==> src/rtl/mj32_pkg.sv <==
// Shared definitions for the mj32 load path: load operation codes,
// load_unit FSM states and small decode helpers.
package mj32_pkg;

    // Load operation codes as presented on the operation input.
    typedef enum logic [2:0] {
        OP_NONE = 3'b000,
        OP_LB   = 3'b001,
        OP_LH   = 3'b010,
        OP_LW   = 3'b011,
        OP_LBU  = 3'b100,
        OP_LHU  = 3'b101
    } load_op_e;

    // load_unit FSM states.
    typedef enum logic [1:0] {
        ST_IDLE = 2'd0,
        ST_WAIT = 2'd1,
        ST_RESP = 2'd2,
        ST_ERR  = 2'd3
    } load_state_e;

    // True for the five real load types; everything else is treated as NONE.
    function automatic logic op_is_load(input logic [2:0] op);
        logic r;
        case (op)
            OP_LB, OP_LH, OP_LW, OP_LBU, OP_LHU: r = 1'b1;
            default:                             r = 1'b0;
        endcase
        return r;
    endfunction

    // Halfwords need an even address, words a multiple of four; bytes never fault.
    function automatic logic op_misaligned(input logic [2:0] op, input logic [1:0] off);
        logic r;
        case (op)
            OP_LH, OP_LHU: r = off[0];
            OP_LW:         r = (off != 2'b00);
            default:       r = 1'b0;
        endcase
        return r;
    endfunction

endpackage

==> src/rtl/load_extract.sv <==
// Combinational lane select and sign/zero extension of a little-endian
// read word according to the load type and the byte offset.
module load_extract (
    input  logic [2:0]  operation,
    input  logic [1:0]  offset,
    input  logic [31:0] word,
    output logic [31:0] result
);
    import mj32_pkg::*;

    logic [7:0]  w_byte;
    logic [15:0] w_half;

    // Pick the addressed byte / halfword and extend it to 32 bits.
    always_comb begin
        w_byte = 8'h00;
        w_half = 16'h0000;
        result = 32'h0000_0000;

        case (offset)
            2'd0:    w_byte = word[7:0];
            2'd1:    w_byte = word[15:8];
            2'd2:    w_byte = word[23:16];
            default: w_byte = word[31:24];
        endcase

        w_half = offset[1] ? word[31:16] : word[15:0];

        case (operation)
            OP_LB:   result = {{24{w_byte[7]}}, w_byte};
            OP_LBU:  result = {24'h000000, w_byte};
            OP_LH:   result = {{16{w_half[15]}}, w_half};
            OP_LHU:  result = {16'h0000, w_half};
            OP_LW:   result = word;
            default: result = 32'h0000_0000;
        endcase
    end

endmodule

==> src/rtl/load_unit.sv <==
// Load unit: accepts one load at a time, issues a word-aligned memory
// read, waits (bounded) for the acknowledge, and returns the extracted
// and extended data or an error pulse.
//
// Memory handshake: mem_req is held high with a stable mem_addr for every
// cycle spent in WAIT; the cycle in which mem_ack is high completes the
// transfer and mem_rdata is taken in that same cycle. mem_ack is ignored in
// any other state.
module load_unit #(
    parameter int unsigned TIMEOUT_CYCLES = 16
) (
    input  logic        clk,
    input  logic        rst_n,
    input  logic        start,
    input  logic [2:0]  operation,
    input  logic [31:0] address,
    input  logic [4:0]  rd_in,
    output logic        busy,
    output logic        mem_req,
    output logic [31:0] mem_addr,
    input  logic        mem_ack,
    input  logic [31:0] mem_rdata,
    output logic        load_valid,
    output logic [31:0] load_data,
    output logic [4:0]  rd_out,
    output logic        load_err,
    output logic [1:0]  dbg_state
);
    import mj32_pkg::*;

    // The counter is compared against limit-1 so that the cycle in which
    // the count reaches the limit is the last WAIT cycle.
    localparam logic [7:0] LP_CNT_LAST = 8'(TIMEOUT_CYCLES - 1);

    load_state_e r_state;
    load_state_e w_next_state;

    logic [2:0]  r_op;
    logic [1:0]  r_off;
    logic [4:0]  r_rd;
    logic [31:0] r_mem_addr;
    logic [7:0]  r_cnt;
    logic [31:0] r_load_data;
    logic [4:0]  r_rd_out;

    logic        w_accept;
    logic        w_misaligned;
    logic        w_cnt_last;
    logic [31:0] w_extracted;

    assign w_accept     = (r_state == ST_IDLE) && start && op_is_load(operation);
    assign w_misaligned = op_misaligned(operation, address[1:0]);
    assign w_cnt_last   = (r_cnt == LP_CNT_LAST);

    load_extract u_extract (
        .operation (r_op),
        .offset    (r_off),
        .word      (mem_rdata),
        .result    (w_extracted)
    );

    // State register.
    always_ff @(posedge clk) begin
        if (!rst_n) begin
            r_state <= ST_IDLE;
        end else begin
            r_state <= w_next_state;
        end
    end

    // Next-state decode and state-derived outputs; an ack on the last
    // counted WAIT cycle takes priority over the timeout.
    always_comb begin
        w_next_state = r_state;
        busy         = 1'b1;
        mem_req      = 1'b0;
        load_valid   = 1'b0;
        load_err     = 1'b0;

        case (r_state)
            ST_IDLE: begin
                busy = 1'b0;
                if (w_accept) begin
                    w_next_state = w_misaligned ? ST_ERR : ST_WAIT;
                end
            end
            ST_WAIT: begin
                mem_req = 1'b1;
                if (mem_ack) begin
                    w_next_state = ST_RESP;
                end else if (w_cnt_last) begin
                    w_next_state = ST_ERR;
                end
            end
            ST_RESP: begin
                load_valid   = 1'b1;
                w_next_state = ST_IDLE;
            end
            default: begin
                load_err     = 1'b1;
                w_next_state = ST_IDLE;
            end
        endcase
    end

    // Request capture, wait counter and result registers.
    always_ff @(posedge clk) begin
        if (!rst_n) begin
            r_op        <= 3'b000;
            r_off       <= 2'b00;
            r_rd        <= 5'd0;
            r_mem_addr  <= 32'h0000_0000;
            r_cnt       <= 8'd0;
            r_load_data <= 32'h0000_0000;
            r_rd_out    <= 5'd0;
        end else begin
            if (w_accept && !w_misaligned) begin
                r_op       <= operation;
                r_off      <= address[1:0];
                r_rd       <= rd_in;
                r_mem_addr <= {address[31:2], 2'b00};
            end

            if (r_state == ST_WAIT) begin
                if (mem_ack) begin
                    r_load_data <= w_extracted;
                    r_rd_out    <= r_rd;
                end else begin
                    r_cnt <= r_cnt + 8'd1;
                end
            end else begin
                r_cnt <= 8'd0;
            end
        end
    end

    assign mem_addr  = r_mem_addr;
    assign load_data = r_load_data;
    assign rd_out    = r_rd_out;
    assign dbg_state = r_state;

endmodule

==> config.mk <==
export PLATFORM = sky130hd
export DESIGN_NAME = load_unit
export DESIGN_NICKNAME = d
export VERILOG_FILES = /design/src/rtl/mj32_pkg.sv /design/src/rtl/load_extract.sv /design/src/rtl/load_unit.sv
export SDC_FILE = /design/constraint.sdc
export NUM_CORES = 1
export LEC_CHECK = 0
export BUFFER_PORTS_ARGS = -buffer_cell sky130_fd_sc_hd__buf_2
export CORE_ASPECT_RATIO = 1.5
export CORE_MARGIN = 5
export CORE_UTILIZATION = 35
export DETAILED_ROUTE_END_ITERATION = 7
export GPL_ROUTABILITY_DRIVEN = 0
export PLACE_DENSITY_LB_ADDON = 0.2
export SETUP_SLACK_MARGIN = 0.1
export SYNTH_ARGS = -nofsm -noshare
export SYNTH_HDL_FRONTEND = slang
export SYNTH_HIERARCHICAL = 1
export SYNTH_SLANG_ARGS = --single-unit
export TNS_END_PERCENT = 20
==> constraint.sdc <==
create_clock -name clk -period 2.4 [get_ports clk]
set_clock_uncertainty 0.2 [all_clocks]
set_input_delay 0 -clock clk [delete_from_list [all_inputs] [get_ports clk]]
set_output_delay 0 -clock clk [all_outputs]
set_load 0.02 [all_outputs]
==> flow_metrics.tcl, run 1 <==
set metrics [dict create \
    postCtsSetupBuffers 0 \
    antenna_cells 0 \
    rsz0062_at_grt "no" \
    crit_chain "mux2i_1, mux2_2, or3_1, buf_4, o21ai_2, nand2_1, a21boi_0" \
    vias 4681 \
    ys_seq_area_frac 0.3655 \
    drt_iter0_drc 148 \
    die_width_um 105.3 \
    critical-path-top-delay-family "simple AND/OR/NAND/NOR gates" \
    min_period_ps 2160 \
    grt_overflow 0 \
    fin_ws_ps 239.5 \
    grt_pass1_vias 4735 \
    layout_common_cells "nand2_1, buf_2, dfxtp_1, dlygate4sd3_1, mux2i_1" \
    drtPass1Iterations 4 \
    worstSkewPairLatency_ps 330 \
    h-tree-depth 3 \
    cts_tree "built" \
    area_delta_synth_final_pct 35.95 \
    critPathLaunchType "register" \
    status "finished, violations left" \
    max_stage_delay_ps 490 \
    drv_slew 0 \
    place_area_um2 5559 \
    path_clk_slew_ps 70 \
    port_buffers 148 \
    grtUsageTotal 0.1779 \
    crit_type "reg -> reg" \
    drc_errors 0 \
    period_share 0.9002 \
    whs_ps -1.502 \
    avgSynthCellArea_um2 8.359 \
    failed_checks "hold timing" \
    grt_antenna_before_repair 0 \
    dp_worst_setup_slack_ps 184.5 \
    power_leakage_nw 2.746 \
    viasPerCell 5.033 \
    io_pins 151 \
    ys_types 51 \
    nNetsFinal 840 \
    hold_violations 1 \
    synth_area_um2 4765 \
    max-vdd-ir-drop_v 0.0003649 \
    synth_edf_count 0 \
    core_area_um2 13400 \
    arrival_ps 2210 \
    place_hpwl_um 10080 \
    critPathMaxFanout 19 \
    end_kind "register" \
    p_per_area_nw_per_um2 569.8 \
    synthArstFlopShare 0 \
    crit_buf_inv 1 \
    fmax_mhz 462.9 \
    ys.flop_type "dfxtp_1" \
    cts_root_buffer "clkbuf_16" \
    final_antenna_net_count 0 \
    final_common_cell "nand2_1" \
    cp_slowest_cell "or3_1" \
    initial_core_util 0.3555 \
    grt_max_degree 65 \
    fin_tns_setup_ps 0 \
    rows 52 \
    routed_wl_um 14520 \
    netlist_instances 570 \
    drt-wirelength-per-cell_um 15.62 \
    finalInstanceArea_um2 6477 \
    grt_pass1_wl_um 23660 \
    numCtsBuffers 9 \
    setup_viol 0 \
    cap_violations 0 \
    worst-endpoint-required_ps 2450 \
    synth_seq_cells 87 \
    die_h_um 152.9 \
    worst_slew_pin_slew_ps 643.5 \
    clock_sinks 87 \
    die_area_um2 16090 \
    drive_gt1_frac 0.2826 \
    ys_warn_count 6 \
    relSlewSlack 0.5710 \
    cts.path.max_buffers 2 \
    worstHoldPathType "in -> reg" \
]
==> logic make-up after synthesis <==
logic type / after synthesis / synth area share
flip-flops: 87 / 0.3655
adder cells (fa/ha/maj): 2 / 0.004727
XOR/XNOR: 5 / 0.009193
AO/OA/AOI/OAI: 141 / 0.2124
AND/OR/NAND/NOR: 226 / 0.2040
buffers and inverters: 51 / 0.06591
multiplexers: 57 / 0.1373
other: 1 / 0.0007871
==> metal layers <==
metal	vias to the layer above	track usage	wire length [um]
met4	0	0.07556	466
met1	2158	0.2062	5721
met3	24	0.04430	936
met2	156	0.3074	7399
met5	-	0	0
li1	2343	-	-
==> state kept, by name (all words and copies together), names as in the netlist <==
register and count:
load_data 32, r_rd 5, r_op 3, r_cnt 8
dbg_state 2, rd_out 5, mem_addr 30, r_off 2
==> path summary, 6_finish.rpt <==
check / slack [ps] / cells past startpoint / from / end
max: 240 / 7 / r_off[0] / load_data[16]
min: -2 / 3 / rst_n / mem_addr[21]
max reg2reg: 240 / 7 / r_off[0] / load_data[16]
min reg2reg: 260 / 2 / mem_addr[20] / mem_addr[20]
==> worst register-to-register path, delay by kind of cell, from the launching register on <==
family | cells | cell delay (ps)
muxes | 2 | 360
DFF | 1 | 400
and+or+nand+nor | 2 | 540
AOI/OAI and AO/OA | 2 | 280
buffers and inverters | 1 | 290
==> cells in the mapped netlist, types with 5 or more instances <==
master / instances / area [um2]
mux2i_1: 47 / 470.5
clkbuf_1: 24 / 90.09
o21ai_2: 15 / 131.4
dfxtp_1: 87 / 1742
a21o_1: 6 / 45.04
nand2_1: 167 / 626.9
a21boi_0: 37 / 277.8
nand2b_1: 9 / 56.30
mux4_2: 5 / 112.6
buf_2: 7 / 35.03
a21oi_1: 44 / 220.2
nor2_1: 15 / 56.30
a32oi_1: 6 / 52.55
nor2b_1: 17 / 106.4
o211ai_1: 6 / 45.04
buf_6: 5 / 56.30
a2bb2oi_1: 6 / 52.55
==> report_power, final <==
part	internal [W]	leakage (nW)	switching, W
Sequential	0.00150	0.706	0.0000363
Clock	0.000766	0.138	0.000606
Combinational	0.000348	1.90	0.000434
==> metrics by stage <==
stage / util / power [W] / hold WS (ps) / instances
after detailed placement: 0.4148 / 0.002269 / 58.24 / 852
after CTS: 0.4830 / 0.003738 / 2.524 / 930
after global placement: 0.4148 / 0.002255 / 47.65 / 852
after floorplan: - / 0.002059 / -57.90 / 571
after global routing: 0.4833 / 0.003875 / 21.58 / 930
final: 0.4833 / 0.003691 / -1.502 / 930
==> cell type report <==
cell class / instances / area, um2
Timing Repair Buffer: 227 / 1504
Fill cell: 1336 / 6925
Inverter: 5 / 18.77
Clock buffer: 11 / 252.7
Multi-Input combinational cell: 433 / 2715
Sequential cell: 87 / 1743
Clock inverter: 5 / 41.29
Tap cell: 162 / 202.7
==> what timing repair did <==
action / CTS / global route
gates resized for setup: 0 / 2
hold endpoints to repair: 66 / 0
hold buffers: 62 / 0
endpoints found under the setup margin: 0 / 19
(Power assumes the default switching activity.)
==> run 2, diff against run 1 <==
--- a/config.mk
+++ b/config.mk
@@ -5,13 +5,14 @@
 export SDC_FILE = /design/constraint.sdc
 export NUM_CORES = 1
 export LEC_CHECK = 0
+export ABC_CLOCK_PERIOD_IN_PS = 2400
 export BUFFER_PORTS_ARGS = -buffer_cell sky130_fd_sc_hd__buf_2
 export CORE_ASPECT_RATIO = 1.5
 export CORE_MARGIN = 5
 export CORE_UTILIZATION = 35
 export DETAILED_ROUTE_END_ITERATION = 7
 export GPL_ROUTABILITY_DRIVEN = 0
-export PLACE_DENSITY_LB_ADDON = 0.2
+export PLACE_DENSITY = 0.7
 export SETUP_SLACK_MARGIN = 0.1
 export SYNTH_ARGS = -nofsm -noshare
 export SYNTH_HDL_FRONTEND = slang
==> run 2 against run 1 <==
Compared with the run above:
- global-route usage increased by 0.39 points
- critical path type unchanged
- fmax decreased by 2.0%
- register-to-register slack got worse by 40 ps
- core utilization increased by 1.4 points
- hold slack improved by 12 ps
- final area increased by 2.9%
- power increased by 1.6%
- flip-flop and latch count unchanged
- the flow now finishes without violations
==> flow_metrics.tcl, run 2 (synthesis results as in run 1) <==
set metrics [dict create \
    period_share 0.9182 \
    finalNonFillerCells 946 \
    crit_chain "nor2_1, nand4_2, nor2_4, buf_4, mux2i_1, dlygate4sd3_1" \
    reg2reg_setup_slack_ps 200 \
    worstHoldPathType "in -> reg" \
    fin_util 0.4971 \
    layout_common_cells "nand2_1, buf_2, dfxtp_1, dlygate4sd3_1, mux2i_1" \
    path_clk_slew_ps 60 \
    worst-endpoint-required_ps 2480 \
    fmax_mhz 453.8 \
    cp_slowest_cell "dlygate4sd3_1" \
    die_area_um2 16090 \
    intPower_w 0.002678 \
    grt_overflow 0 \
    largest_reg_flops 32 \
    cts_tree "built" \
    grt_antenna_before_repair 0 \
    grtUsageTotal 0.1818 \
    worstSkewPairLatency_ps 340 \
    final_antenna_net_count 0 \
    rsz0062_at_grt "no" \
    numCtsBuffers 9 \
    drive_gt1_frac 0.2704 \
    cts_root_buffer "clkbuf_16" \
    grt_max_degree 63 \
    p_per_area_nw_per_um2 562.7 \
    vias 4745 \
    final_common_cell "nand2_1" \
    h-tree-depth 3 \
    critPathMaxFanout 14 \
    switching_share 0.2857 \
    area_delta_synth_final_pct 39.84 \
    status "finished clean" \
    core_area_um2 13400 \
    antenna_cells 0 \
    reg2reg_from "dbg_state[1]" \
    routed_wl_um 14900 \
    finalInstanceArea_um2 6663 \
    crit_type "reg -> reg" \
    grt_pass1_wl_um 24070 \
    clock_sinks 87 \
    max-vdd-ir-drop_v 0.0003285 \
    cts.path.max_buffers 2 \
    place_hpwl_um 9704 \
    grt_pass1_vias 4816 \
    viasPerCell 5.016 \
    startpoint "dbg_state[1]" \
    die_h_um 152.9 \
    place_area_um2 5577 \
    switchingPower_w 0.001071 \
    end_kind "register" \
    setup_viol 0 \
    power_leakage_nw 2.828 \
    rows 52 \
    nNetsFinal 856 \
    clkPwrFrac 0.374 \
    cap_violations 0 \
    min_from "mem_rdata[23]" \
    die_width_um 105.3 \
    seqPwrFrac 0.410 \
    arrival_ps 2280 \
    max_stage_delay_ps 560 \
    relSlewSlack 0.3616 \
    placed_cells 851 \
    drv_slew 0 \
    fin_tns_setup_ps 0 \
    drt-wirelength-per-cell_um 15.75 \
    initial_core_util 0.3555 \
    min_period_ps 2204 \
    io_pins 151 \
    postCtsSetupBuffers 0 \
    p_comb_frac 0.216 \
    drt_iter0_drc 209 \
    drc_errors 0 \
    critPathLaunchType "register" \
    port_buffers 148 \
    hold_violations 0 \
    drtPass1Iterations 4 \
    worst_slew_pin_slew_ps 954.0 \
]
## run 2: worst paths after layout
kind,end,depth (start not counted)
max,mem_addr[8],6
min,load_data[23],5
max reg2reg,mem_addr[8],6
min reg2reg,mem_addr[7],2
## run 2: worst max-delay path: cells and delay by family (launching register included)
kind	cells	cell delay, ps
and+or+nand+nor	3	530
muxes	1	240
buffers and inverters	2	820
DFF	1	350
## run 2: area by class of cell
type,instances,area [um2]
fill,1246,6740
multi-input combinational,433,2713
sequential,87,1742
timing repair buffer,243,1695
clock buffer,11,232.7
tap,162,202.7
clock inverter,5,58.81
inverter,5,18.77
## run 2: power by group through the flow
stage               Clock [W]  Sequential [W]  Combinational (W)
finish                0.00140         0.00154           0.000810
detailed placement          0         0.00157           0.000697
floorplan                   0         0.00162           0.000441
CTS                   0.00144         0.00153           0.000800
global route          0.00151         0.00154           0.000877
global placement            0         0.00157           0.000690
## run 2: repair_timing
action / in CTS / in global routing
endpoints found under the hold margin: 73 / 0
endpoints found under the setup margin: 0 / 1
hold buffers: 79 / 0
resized for setup: 0 / 1
## run 2: per-stage QoR
stage	hold WS [ps]	setup WS, ps	total power, W
3_3_place_gp	47.37	393.5	0.002256
6_report	10.80	196.4	0.003749
4_1_cts	0.09392	149.3	0.003779
5_1_grt	34.47	107.0	0.003926
2_1_floorplan	-57.90	530.4	0.002059
3_5_place_dp	57.49	352.9	0.002263
## run 2: metal layers
metal | vias to the layer above | GRT usage | wire, um
li1 | 2375 | - | -
met1 | 2164 | 0.2014 | 5753
met2 | 170 | 0.3256 | 7672
met3 | 36 | 0.03586 | 894
met4 | 0 | 0.08897 | 584
met5 | - | 0 | 0
==> run 3, diff against run 2 <==
--- a/config.mk
+++ b/config.mk
@@ -7,11 +7,13 @@
 export LEC_CHECK = 0
 export ABC_CLOCK_PERIOD_IN_PS = 2400
 export BUFFER_PORTS_ARGS = -buffer_cell sky130_fd_sc_hd__buf_2
+export CAP_MARGIN = 20
 export CORE_ASPECT_RATIO = 1.5
 export CORE_MARGIN = 5
 export CORE_UTILIZATION = 35
 export DETAILED_ROUTE_END_ITERATION = 7
 export GPL_ROUTABILITY_DRIVEN = 0
+export GPL_TIMING_DRIVEN = 0
 export PLACE_DENSITY = 0.7
 export SETUP_SLACK_MARGIN = 0.1
 export SYNTH_ARGS = -nofsm -noshare
==> run 3 against run 2 <==
Compared with the run above:
- via count increased by 2.3%
- register-to-register slack worse by 30 ps
- combinational power increased by 1%
- final area grew 0.38%
- power is 6.8% higher
- cell count rose by 1.4%
- clock power grew 18%
- hold slack got worse by 1.8 ps
- first-iteration DRC count fell by 6.7%
- sequential share of layout area is 0.098 points lower
- die area did not move
- critical path type unchanged
- critical endpoint is now load_data[13]
- highest routed layer unchanged
==> flow_metrics.tcl, run 3 (synthesis results as in run 1) <==
set metrics [dict create \
    p_per_area_nw_per_um2 598.6 \
    drive_gt1_frac 0.2751 \
    initial_core_util 0.3555 \
    layout_common_cells "nand2_1, buf_2, dfxtp_1, dlygate4sd3_1, mux2i_1" \
    port_buffers 146 \
    worstHoldPathType "in -> reg" \
    grt_overflow 0 \
    place_hpwl_um 10920 \
    arrival_ps 2250 \
    fmax_mhz 448.4 \
    die_h_um 152.9 \
    critPathMaxFanout 10 \
    hold_violations 0 \
    crit_type "reg -> reg" \
    worst_slew_pin_slew_ps 782.2 \
    drt_iter0_drc 195 \
    rows 52 \
    fin_tns_setup_ps 0 \
    area_delta_synth_final_pct 40.36 \
    cap_violations 0 \
    max_stage_delay_ps 450 \
    grtUsageTotal 0.1882 \
    core_area_um2 13400 \
    crit_chain "buf_2, buf_2, mux2i_1, o22ai_1, nand2_1, o211ai_2, nand2_1, a21boi_0" \
    cts_tree "built" \
    total_power_w 0.004003 \
    crit_buf_inv 2 \
    die_area_um2 16090 \
    power_leakage_nw 2.830 \
    setup_viol 0 \
    critical-path-top-delay-family "buffers and inverters" \
    grt_antenna_before_repair 0 \
    io_pins 151 \
    h-tree-depth 3 \
    path_clk_slew_ps 60 \
    cts_root_buffer "clkbuf_16" \
    status "finished clean" \
    final_common_cell "nand2_1" \
    drtPass1Iterations 4 \
    die_width_um 105.3 \
    fill_cells 1314 \
    worst-endpoint-required_ps 2420 \
    max-vdd-ir-drop_v 0.0003805 \
    cp_slowest_cell "dfxtp_1" \
    drc_errors 0 \
    rsz0062_at_grt "yes" \
    clock_sinks 87 \
    cts.path.max_buffers 2 \
    period_share 0.9291 \
    critPathLaunchType "register" \
    drv_slew 0 \
    grt_max_degree 15 \
    grt_pass1_vias 4970 \
    nNetsFinal 868 \
    drt-wirelength-per-cell_um 16.00 \
    vias 4853 \
    grt_pass1_wl_um 24730 \
    final_antenna_net_count 0 \
    end_kind "register" \
    min_period_ps 2230 \
    routed_wl_um 15350 \
    numCtsBuffers 9 \
    relSlewSlack 0.4785 \
    worstSkewPairLatency_ps 340 \
    viasPerCell 5.060 \
    largest_reg_flops 32 \
]
-- run 3: cell count changes in the layout (fill, tap and decap cells not counted), moves of 2 or more --
cell | previous run | this run
clkbuf_2 | 0 | 5
clkbuf_1 | 2 | 21
dlygate4sd3_1 | 79 | 63
bufinv_16 | 1 | 3
buf_1 | 0 | 2
buf_6 | 1 | 5
buf_2 | 147 | 153
clkinvlp_4 | 2 | 0
buf_4 | 13 | 3
-- run 3: metal layers --
| layer | track usage | vias to the layer above | wire (um) |
|---|---|---|---|
| met3 | 0.03671 | 42 | 948 |
| met5 | 0 | - | 0 |
| met4 | 0.1030 | 0 | 588 |
| met1 | 0.2031 | 2219 | 5735 |
| li1 | - | 2409 | - |
| met2 | 0.3384 | 183 | 8075 |
-- run 3: stage by stage --
| step | std cells | instance area (um2) | hold slack [ps] | util | setup WS [ps] |
|---|---|---|---|---|---|
| floorplan | 571 | 4768 | -57.90 | - | 530.4 |
| global placement | 879 | 5702 | 49.04 | 0.4254 | 2.635 |
| detailed placement | 879 | 5702 | 53.84 | 0.4254 | 49.20 |
| CTS | 958 | 6680 | 2.050 | 0.4984 | 114.4 |
| global route | 958 | 6685 | 47.72 | 0.4988 | 7.640 |
| finish | 959 | 6688 | 8.978 | 0.4990 | 170.1 |
-- run 3: worst register-to-register path: cells and delay by family, from the launching register on --
family,cells,cell delay (ps)
AO/OA/AOI/OAI,3,300
multiplexers,1,310
flip-flops,1,450
buffers and inverters,2,640
AND/OR/NAND/NOR,2,220
-- run 3: layout make-up --
class	count	area, um2	share of cell area
flip-flops and latches	87	1742	0.2604
diodes	1	2.502	0.0003742
plain buffers	46	301.5	0.04509
clock buffers	11	242.7	0.03630
clock inverters	5	103.9	0.01553
inverters	5	18.77	0.002806
well taps	162	202.7	0.03031
repair buffers	209	1361	0.2036
multi-input cells	433	2713	0.4056
-- run 3: power by group --
part	switching (W)	leakage [nW]	internal (W)
clock network	0.000597	0.170	0.00105
registers	0.0000391	0.706	0.00150
logic	0.000448	1.95	0.000371
-- run 3: worst paths after layout --
check,from,endpoint,slack [ps],cells past startpoint
worst min register to register,load_data[19],load_data[19],260,2
worst max register to register,r_off[1],load_data[13],170,8
worst min-delay path,mem_rdata[30],load_data[14],9,5
worst max-delay path,r_off[1],load_data[13],170,8
-- run 3: what timing repair did --
action / in CTS / in global routing
endpoints found under the hold margin: 59 / 0
setup buffers: 0 / 0
hold buffers: 63 / 0
gates resized for setup: 1 / 7
endpoints found under the setup margin: 1 / 14
